[src/rtl/random_generator.sv]
// Range-constrained pseudo-random source.
// A Galois LFSR, seeded from in_seed, advances on every enabled cycle. The low byte of
// the new LFSR state is scaled into the signed inclusive range [in_min, in_max] and
// registered onto out_random, so a new value appears one cycle after the enable.

module random_generator #(
    parameter int unsigned           DATA_WIDTH = 8,
    parameter int unsigned           LFSR_WIDTH = 2 * DATA_WIDTH,
    parameter logic [LFSR_WIDTH-1:0] LFSR_TAPS  = 16'hB400
) (
    input  logic                         in_clock,
    input  logic                         in_reset,
    input  logic                         in_enable,
    input  logic signed [DATA_WIDTH-1:0] in_min,
    input  logic signed [DATA_WIDTH-1:0] in_max,
    input  logic        [DATA_WIDTH-1:0] in_seed,
    output logic signed [DATA_WIDTH-1:0] out_random
);

    // Range arithmetic needs two guard bits: max - min + 1 spans up to 2^DATA_WIDTH.
    localparam int unsigned RW = DATA_WIDTH + 2;
    // Product of a DATA_WIDTH-bit sample and a (DATA_WIDTH+1)-bit range.
    localparam int unsigned PW = 2 * DATA_WIDTH + 1;

    logic        [LFSR_WIDTH-1:0] lfsr_q;
    logic        [LFSR_WIDTH-1:0] lfsr_step;
    logic        [LFSR_WIDTH-1:0] seed_state;

    logic signed [RW-1:0]         min_ext;
    logic signed [RW-1:0]         max_ext;
    logic signed [RW-1:0]         range_ext;
    logic                         range_valid;
    logic        [DATA_WIDTH:0]   range_mag;
    logic        [PW-1:0]         product;
    logic        [DATA_WIDTH:0]   offset;
    logic signed [RW-1:0]         sum_ext;
    logic        [DATA_WIDTH-1:0] mapped;

    // Bits that are structurally dropped by the scaling datapath.
    logic                         unused_bits;

    // Next LFSR state and the reset image of the seed.
    always_comb begin
        lfsr_step  = (lfsr_q >> 1) ^ (lfsr_q[0] ? LFSR_TAPS : '0);
        // {seed, ~seed} always has at least one set bit, so the LFSR can never lock at zero.
        seed_state = {in_seed, ~in_seed};
    end

    // Range size and validity, in sign-extended arithmetic.
    always_comb begin
        min_ext     = {{(RW - DATA_WIDTH){in_min[DATA_WIDTH-1]}}, in_min};
        max_ext     = {{(RW - DATA_WIDTH){in_max[DATA_WIDTH-1]}}, in_max};
        range_ext   = max_ext - min_ext + RW'(1);
        range_valid = (min_ext <= max_ext);
        // For a valid range this is 1..2^DATA_WIDTH and fits unsigned in DATA_WIDTH+1 bits.
        range_mag   = range_ext[DATA_WIDTH:0];
    end

    // Scale the new LFSR low byte into [in_min, in_max]: offset = (r * range) >> DATA_WIDTH.
    always_comb begin
        product = PW'(lfsr_step[DATA_WIDTH-1:0]) * PW'(range_mag);
        offset  = product[PW-1:DATA_WIDTH];
        sum_ext = min_ext + $signed({1'b0, offset});
        // An inverted range pins the output to the lower bound.
        mapped  = range_valid ? sum_ext[DATA_WIDTH-1:0] : in_min;
    end

    assign unused_bits = ^{range_ext[RW-1], product[DATA_WIDTH-1:0], sum_ext[RW-1:DATA_WIDTH]};

    // State update: reset loads the seed and the lower bound; enable steps and samples.
    always_ff @(posedge in_clock) begin
        if (in_reset) begin
            lfsr_q     <= seed_state;
            out_random <= in_min;
        end else if (in_enable) begin
            lfsr_q     <= lfsr_step;
            out_random <= mapped;
        end
    end

endmodule

[config.mk]
export PLATFORM = sky130hd
export DESIGN_NAME = random_generator
export DESIGN_NICKNAME = d
export VERILOG_FILES = /design/src/rtl/random_generator.sv
export SDC_FILE = /design/constraint.sdc
export NUM_CORES = 1
export LEC_CHECK = 0
export CORE_MARGIN = 4
export CORE_UTILIZATION = 30
export CTS_BUF_LIST = sky130_fd_sc_hd__clkbuf_2
export DETAILED_ROUTE_END_ITERATION = 12
export PLACE_DENSITY = 0.57
export SLEW_MARGIN = 30
export SYNTH_ARGS = -nofsm -noshare
export SYNTH_HDL_FRONTEND = slang
export SYNTH_SLANG_ARGS = --single-unit
[constraint.sdc]
create_clock -name in_clock -period 7.85 [get_ports in_clock]
set_input_delay 1.57 -clock in_clock [delete_from_list [all_inputs] [get_ports in_clock]]
set_output_delay 1.57 -clock in_clock [all_outputs]
set_load 0.1 [all_outputs]
==> impl_metrics.yaml, run 1 <==
setup_path:
  critical_path_arrival_ps: 8360
  path_max_fanout: 4
  start_kind: "input port"
  crit_top_cell: "fa_1"
  end_kind: "register"
  crit_required_ps: 8060
  critPathSlowestCell: "clkdlybuf4s50_1"
  crit_type: "in -> reg"
  cpPeakStageDelay_ps: 540
clocking:
  cts_buffers: 3
  clkTransAtPathRegs_ps: 300
  cts_root_buf: "clkbuf_2"
  htreeDepth: 1
  cts_hold_buf: 0
  clk_path_buf_depth: 2
  clkSinkCount: 24
  cts_tree: "built"
  insertion_delay_ps: 390
synth:
  synth_seq_cells: 24
  synthDistinctLibCells: 41
  ys_top_cells_by_area: "fa_1, ha_1, edfxtp_1, and2_1, inv_1"
  syn_avg_cell_area_um2: 9.614
  yosys-top-cells-count: "inv_1, ha_1, and2_1, fa_1, edfxtp_1"
  synthMostInstantiatedCell: "inv_1"
  syn_area_um2: 4019
  synth_flop_cell: "edfxtp_1"
  synthCells: 418
  ys_warn_count: 0
  yosysTopAreaCellShare_pct: 20.92
  async_flop_share_pct: 0
  synth_area_leader_cell: "fa_1"
  syn_nets: 549
  synth_edf_count: 24
  ys_seq_area_share_pct: 17.93
layout:
  drive_gt1_share_pct: 32.37
  nets: 651
  syn2layout_area_growth_pct: 40.78
  regArea_um2: 720.7
  antenna_cells: 0
  fillCellCount: 1258
  multiInputGateArea_um2: 3508
floorplan:
  dieWidth_um: 123.7
  core_area_um2: 13190
  fp.dieH_um: 123.7
  initial_core_util_pct: 30.47
  die_area_um2: 15310
  ioPinCount: 35
  row_count: 42
timing:
  hold_violations: 0
  setup_viol: 1
  fmax_ghz: 0.1226
  skew_ps: 29.52
  layout_min_cycle_time_ps: 8154
  tightest_slew_ps: 987.0
  finalWorstSetupSlack_ps: -303.8
  grt_setup_unrepaired: "true"
  finalSetupTns_ps: -303.8
  slew_headroom_pct: 33.99
  maxSlewViolCount: 0
  finalCritPeriodShare_pct: 103.9
global_route:
  antenna_found_initial: 0
  grt_max_degree: 27
  grt_overflow: 0
  grt_pass1_wl_um: 16500
  grt_usage_pct: 13.51
  grt_pass1_vias: 3381
route:
  routedWlPerCell_um: 14.13
  vias: 3204
  ant_nets: 0
  drc: 0
  first_pass_iters: 4
  drt_iter0_drc: 121
  routed_wl_um: 9819
  vias_per_cell: 4.610
job:
  maxCapViolations: 0
outcome:
  failed_checks: "negative setup slack"
  outcome: "complete, but fails checks"
placed_design:
  portBuffers: 34
  place_ws_ps: -1349
  place.gp.congestion: 0.8637
  dp_hpwl_um: 8162
worst_hold_path:
  min_path_type: "reg -> reg"
area by class of cell:
class | instances | share of cell area, %
well taps | 176 | 3.892
repair buffers | 107 | 15.94
multi-input cells | 319 | 62.01
flip-flops and latches | 24 | 12.74
inverters | 65 | 4.622
clock inverters | 1 | 0.5307
clock buffers | 3 | 0.2654
through the flow:
step / cells / utilization (%) / instance area (um^2) / hold WS [ps]
after floorplan: 418 / - / 4289 / 524.6
after global placement: 682 / 40.07 / 5285 / 527.9
after detailed placement: 682 / 40.07 / 5285 / 545.1
after CTS: 692 / 41.61 / 5489 / 561.2
after global routing: 695 / 42.90 / 5658 / 600.7
final: 695 / 42.90 / 5658 / 564.0
worst paths after layout:
check,start,endpoint,slack (ps),cells past startpoint
worst min register to register,lfsr_q[9],lfsr_q[8],560,1
worst min-delay path,lfsr_q[9],lfsr_q[8],560,1
worst max-delay path,in_min[7],out_random[7],-300,31
worst max register to register,lfsr_q[8],out_random[7],1700,24
sequential cells by signal, indices dropped and copies added (netlist names):
register	count
lfsr_q	16
out_random	8
cells by family after synthesis:
family | Yosys count | synth area share, %
AND/OR/NAND/NOR | 123 | 17.06
multiplexers | 8 | 2.242
adder cells (fa/ha/maj) | 104 | 40.22
AO/OA/AOI/OAI | 59 | 9.901
flip-flops | 24 | 17.93
buffers and inverters | 75 | 7.192
XOR/XNOR | 25 | 5.448
routing by layer:
layer | global-route usage, % | vias up | part of all wire [%]
met5 | 0 | - | 0
met4 | 3.253 | 0 | 2.2
met3 | 0.7266 | 13 | 1.3
met2 | 25.04 | 35 | 52
met1 | 17.14 | 1590 | 44
li1 | - | 1566 | -
critical path: cells and delay by family:
kind | cells | cell delay [ps]
fa+ha+maj | 8 | 2930
simple gates | 9 | 1500
compound gates | 8 | 1180
buf+inv | 3 | 650
xor+xnor | 3 | 500
layout by cell type, fill, tap and decap left out, types with 8 or more instances in the layout:
cell | synthesis | final
fa_1 | 42 | 42
xnor2_1 | 17 | 12
buf_4 | 0 | 67
nand2_1 | 23 | 22
edfxtp_1 | 24 | 24
inv_1 | 65 | 56
a21oi_1 | 21 | 14
nor2_1 | 16 | 14
clkdlybuf4s50_1 | 0 | 22
and2_1 | 43 | 40
buf_6 | 1 | 8
a21o_1 | 8 | 8
ha_1 | 62 | 41
mux2_2 | 8 | 8
ha_4 | 0 | 21
o21ai_0 | 13 | 8
timing repair:
action	in CTS	in global routing
buffers inserted	7	7
pin swaps	41	47
resized for setup	42	42
setup endpoints to repair	4	3
Power of run 1 is left out: the tool's default activity adds up to more than one toggle a clock period on the data nets, which glitch-free logic cannot reach.
==> run 2: changes to the inputs <==
MAX_ROUTING_LAYER = met4   (was default)
SKIP_LAST_GASP = 1   (was default)
==> impl_metrics.yaml, run 2 (synthesis results as in run 1) <==
outcome:
  outcome: "complete, but fails checks"
  failed_checks: "negative setup slack"
worst_hold_path:
  min_path_type: "reg -> reg"
  holdPathEnd: "lfsr_q[8]"
  min-delay-start: "lfsr_q[9]"
  hold_path_depth: 1
route:
  dr_wl_met2_um: 5187
  routedWlPerCell_um: 14.17
  first_pass_iters: 4
  detail_route.wirelength.met1_um: 4322
  ant_nets: 0
  vias: 3230
  route.met3.wl_um: 185
  routed_wl_um: 9904
  topRoutingLayerUsed: "met4"
  drc: 0
  drt_iter0_drc: 93
  vias_per_cell: 4.621
clocking:
  clkTransAtPathRegs_ps: 290
  htreeDepth: 1
  cts_tree: "built"
  cts_root_buf: "clkbuf_2"
  cts_hold_buf: 0
  cts_buffers: 3
  clk_path_buf_depth: 2
  insertion_delay_ps: 390
  clkSinkCount: 24
floorplan:
  ioPinCount: 35
  row_count: 42
  die_area_um2: 15310
  fp.dieH_um: 123.7
  core_area_um2: 13190
  dieWidth_um: 123.7
  initial_core_util_pct: 30.47
setup_path:
  r2r_end: "out_random[7]"
  crit_type: "in -> reg"
  cpPeakStageDelay_ps: 500
  path_max_fanout: 5
  crit_required_ps: 8060
  critPathBufInv: 8
  critPathSlowestCell: "fa_1"
  crit_top_cell: "fa_1"
  r2r-start: "lfsr_q[8]"
  end_kind: "register"
  rr_worst_depth: 24
  rrSetupSlack_ps: 1720
  start_kind: "input port"
  critical_path_arrival_ps: 8330
  path_delay_family: "adder cells"
  startpoint: "in_min[2]"
layout:
  top_regs: "lfsr_q: 16 flops, out_random: 8 flops"
  top_register: "lfsr_q"
  antenna_cells: 0
  mostFrequentLayoutCells: "buf_4, inv_1, fa_1"
  syn2layout_area_growth_pct: 42.06
  largest_reg_flops: 16
  drive_gt1_share_pct: 34.23
  fillCellCount: 1254
  final_area_um2: 5709
  final_common_cell: "buf_4"
  fin_cells: 699
  nets: 655
timing:
  finalSetupTns_ps: -270.4
  slew_headroom_pct: 33.99
  finalWorstSetupSlack_ps: -270.4
  layout_min_cycle_time_ps: 8120
  grt_setup_unrepaired: "true"
  finalCritPeriodShare_pct: 103.4
  hold_violations: 0
  setup_viol: 1
  tightest_slew_ps: 987.1
  maxSlewViolCount: 0
  holdWs_ps: 563.4
  fmax_ghz: 0.1231
  skew_ps: 29.39
global_route:
  grt_pass1_wl_um: 16430
  antenna_found_initial: 0
  grt_usage_pct: 13.84
  grt_overflow: 0
  grt_max_degree: 27
  grt_pass1_vias: 3375
placed_design:
  portBuffers: 34
  numPlacedInstances: 682
  dp_hpwl_um: 8162
  place.gp.congestion: 0.8776
  place_area_um2: 5285
job:
  maxCapViolations: 0
[run 2: timing repair]
item                                   in CTS  in global routing
pin swaps                                  40                 47
setup endpoints to repair                   4                  3
resized for setup                          35                 66
endpoints found under the hold margin       0                  0
buffers inserted                            7                 10
[run 2: area by class of cell]
cell class                      count  area (um^2)  area share, %
Multi-Input combinational cell    319         3513          61.54
Timing Repair Buffer              111        945.9          16.57
Sequential cell                    24        720.7          12.62
Inverter                           65        264.0          4.624
Tap cell                          176        220.2          3.857
Clock inverter                      1        30.03         0.5260
Clock buffer                        3        15.01         0.2630
[run 2: per-layer routing]
layer	track usage [%]	up-vias
li1	-	1573
met5	-	-
met1	17.11	1595
met2	24.84	49
met4	3.253	0
met3	0.7720	13
[run 2: how the worst max path moves through the flow]
stage	endpoint	slack [ps]	cells after the start
global route	out_random[7]	-520	38
finish	out_random[7]	-270	37
detailed placement	out_random[7]	-1350	36
floorplan	out_random[7]	-40	30
global placement	out_random[7]	-1240	36
CTS	out_random[7]	-450	39
[run 2: through the flow]
stage          setup slack, ps  util (%)
2_1_floorplan           -43.85         -
3_3_place_gp             -1235     40.07
3_5_place_dp             -1349     40.07
4_1_cts                 -451.2     41.68
5_1_grt                 -515.6     43.28
6_report                -270.4     43.28
Power of run 2 is left out for the same reason.
==> run 3: changes to the inputs <==
HOLD_SLACK_MARGIN = 0.02   (was default)
==> results of run 3 <==
No change in the layout: final DEF, timing and power equal those of run 2.
Power of run 3 is left out for the same reason.
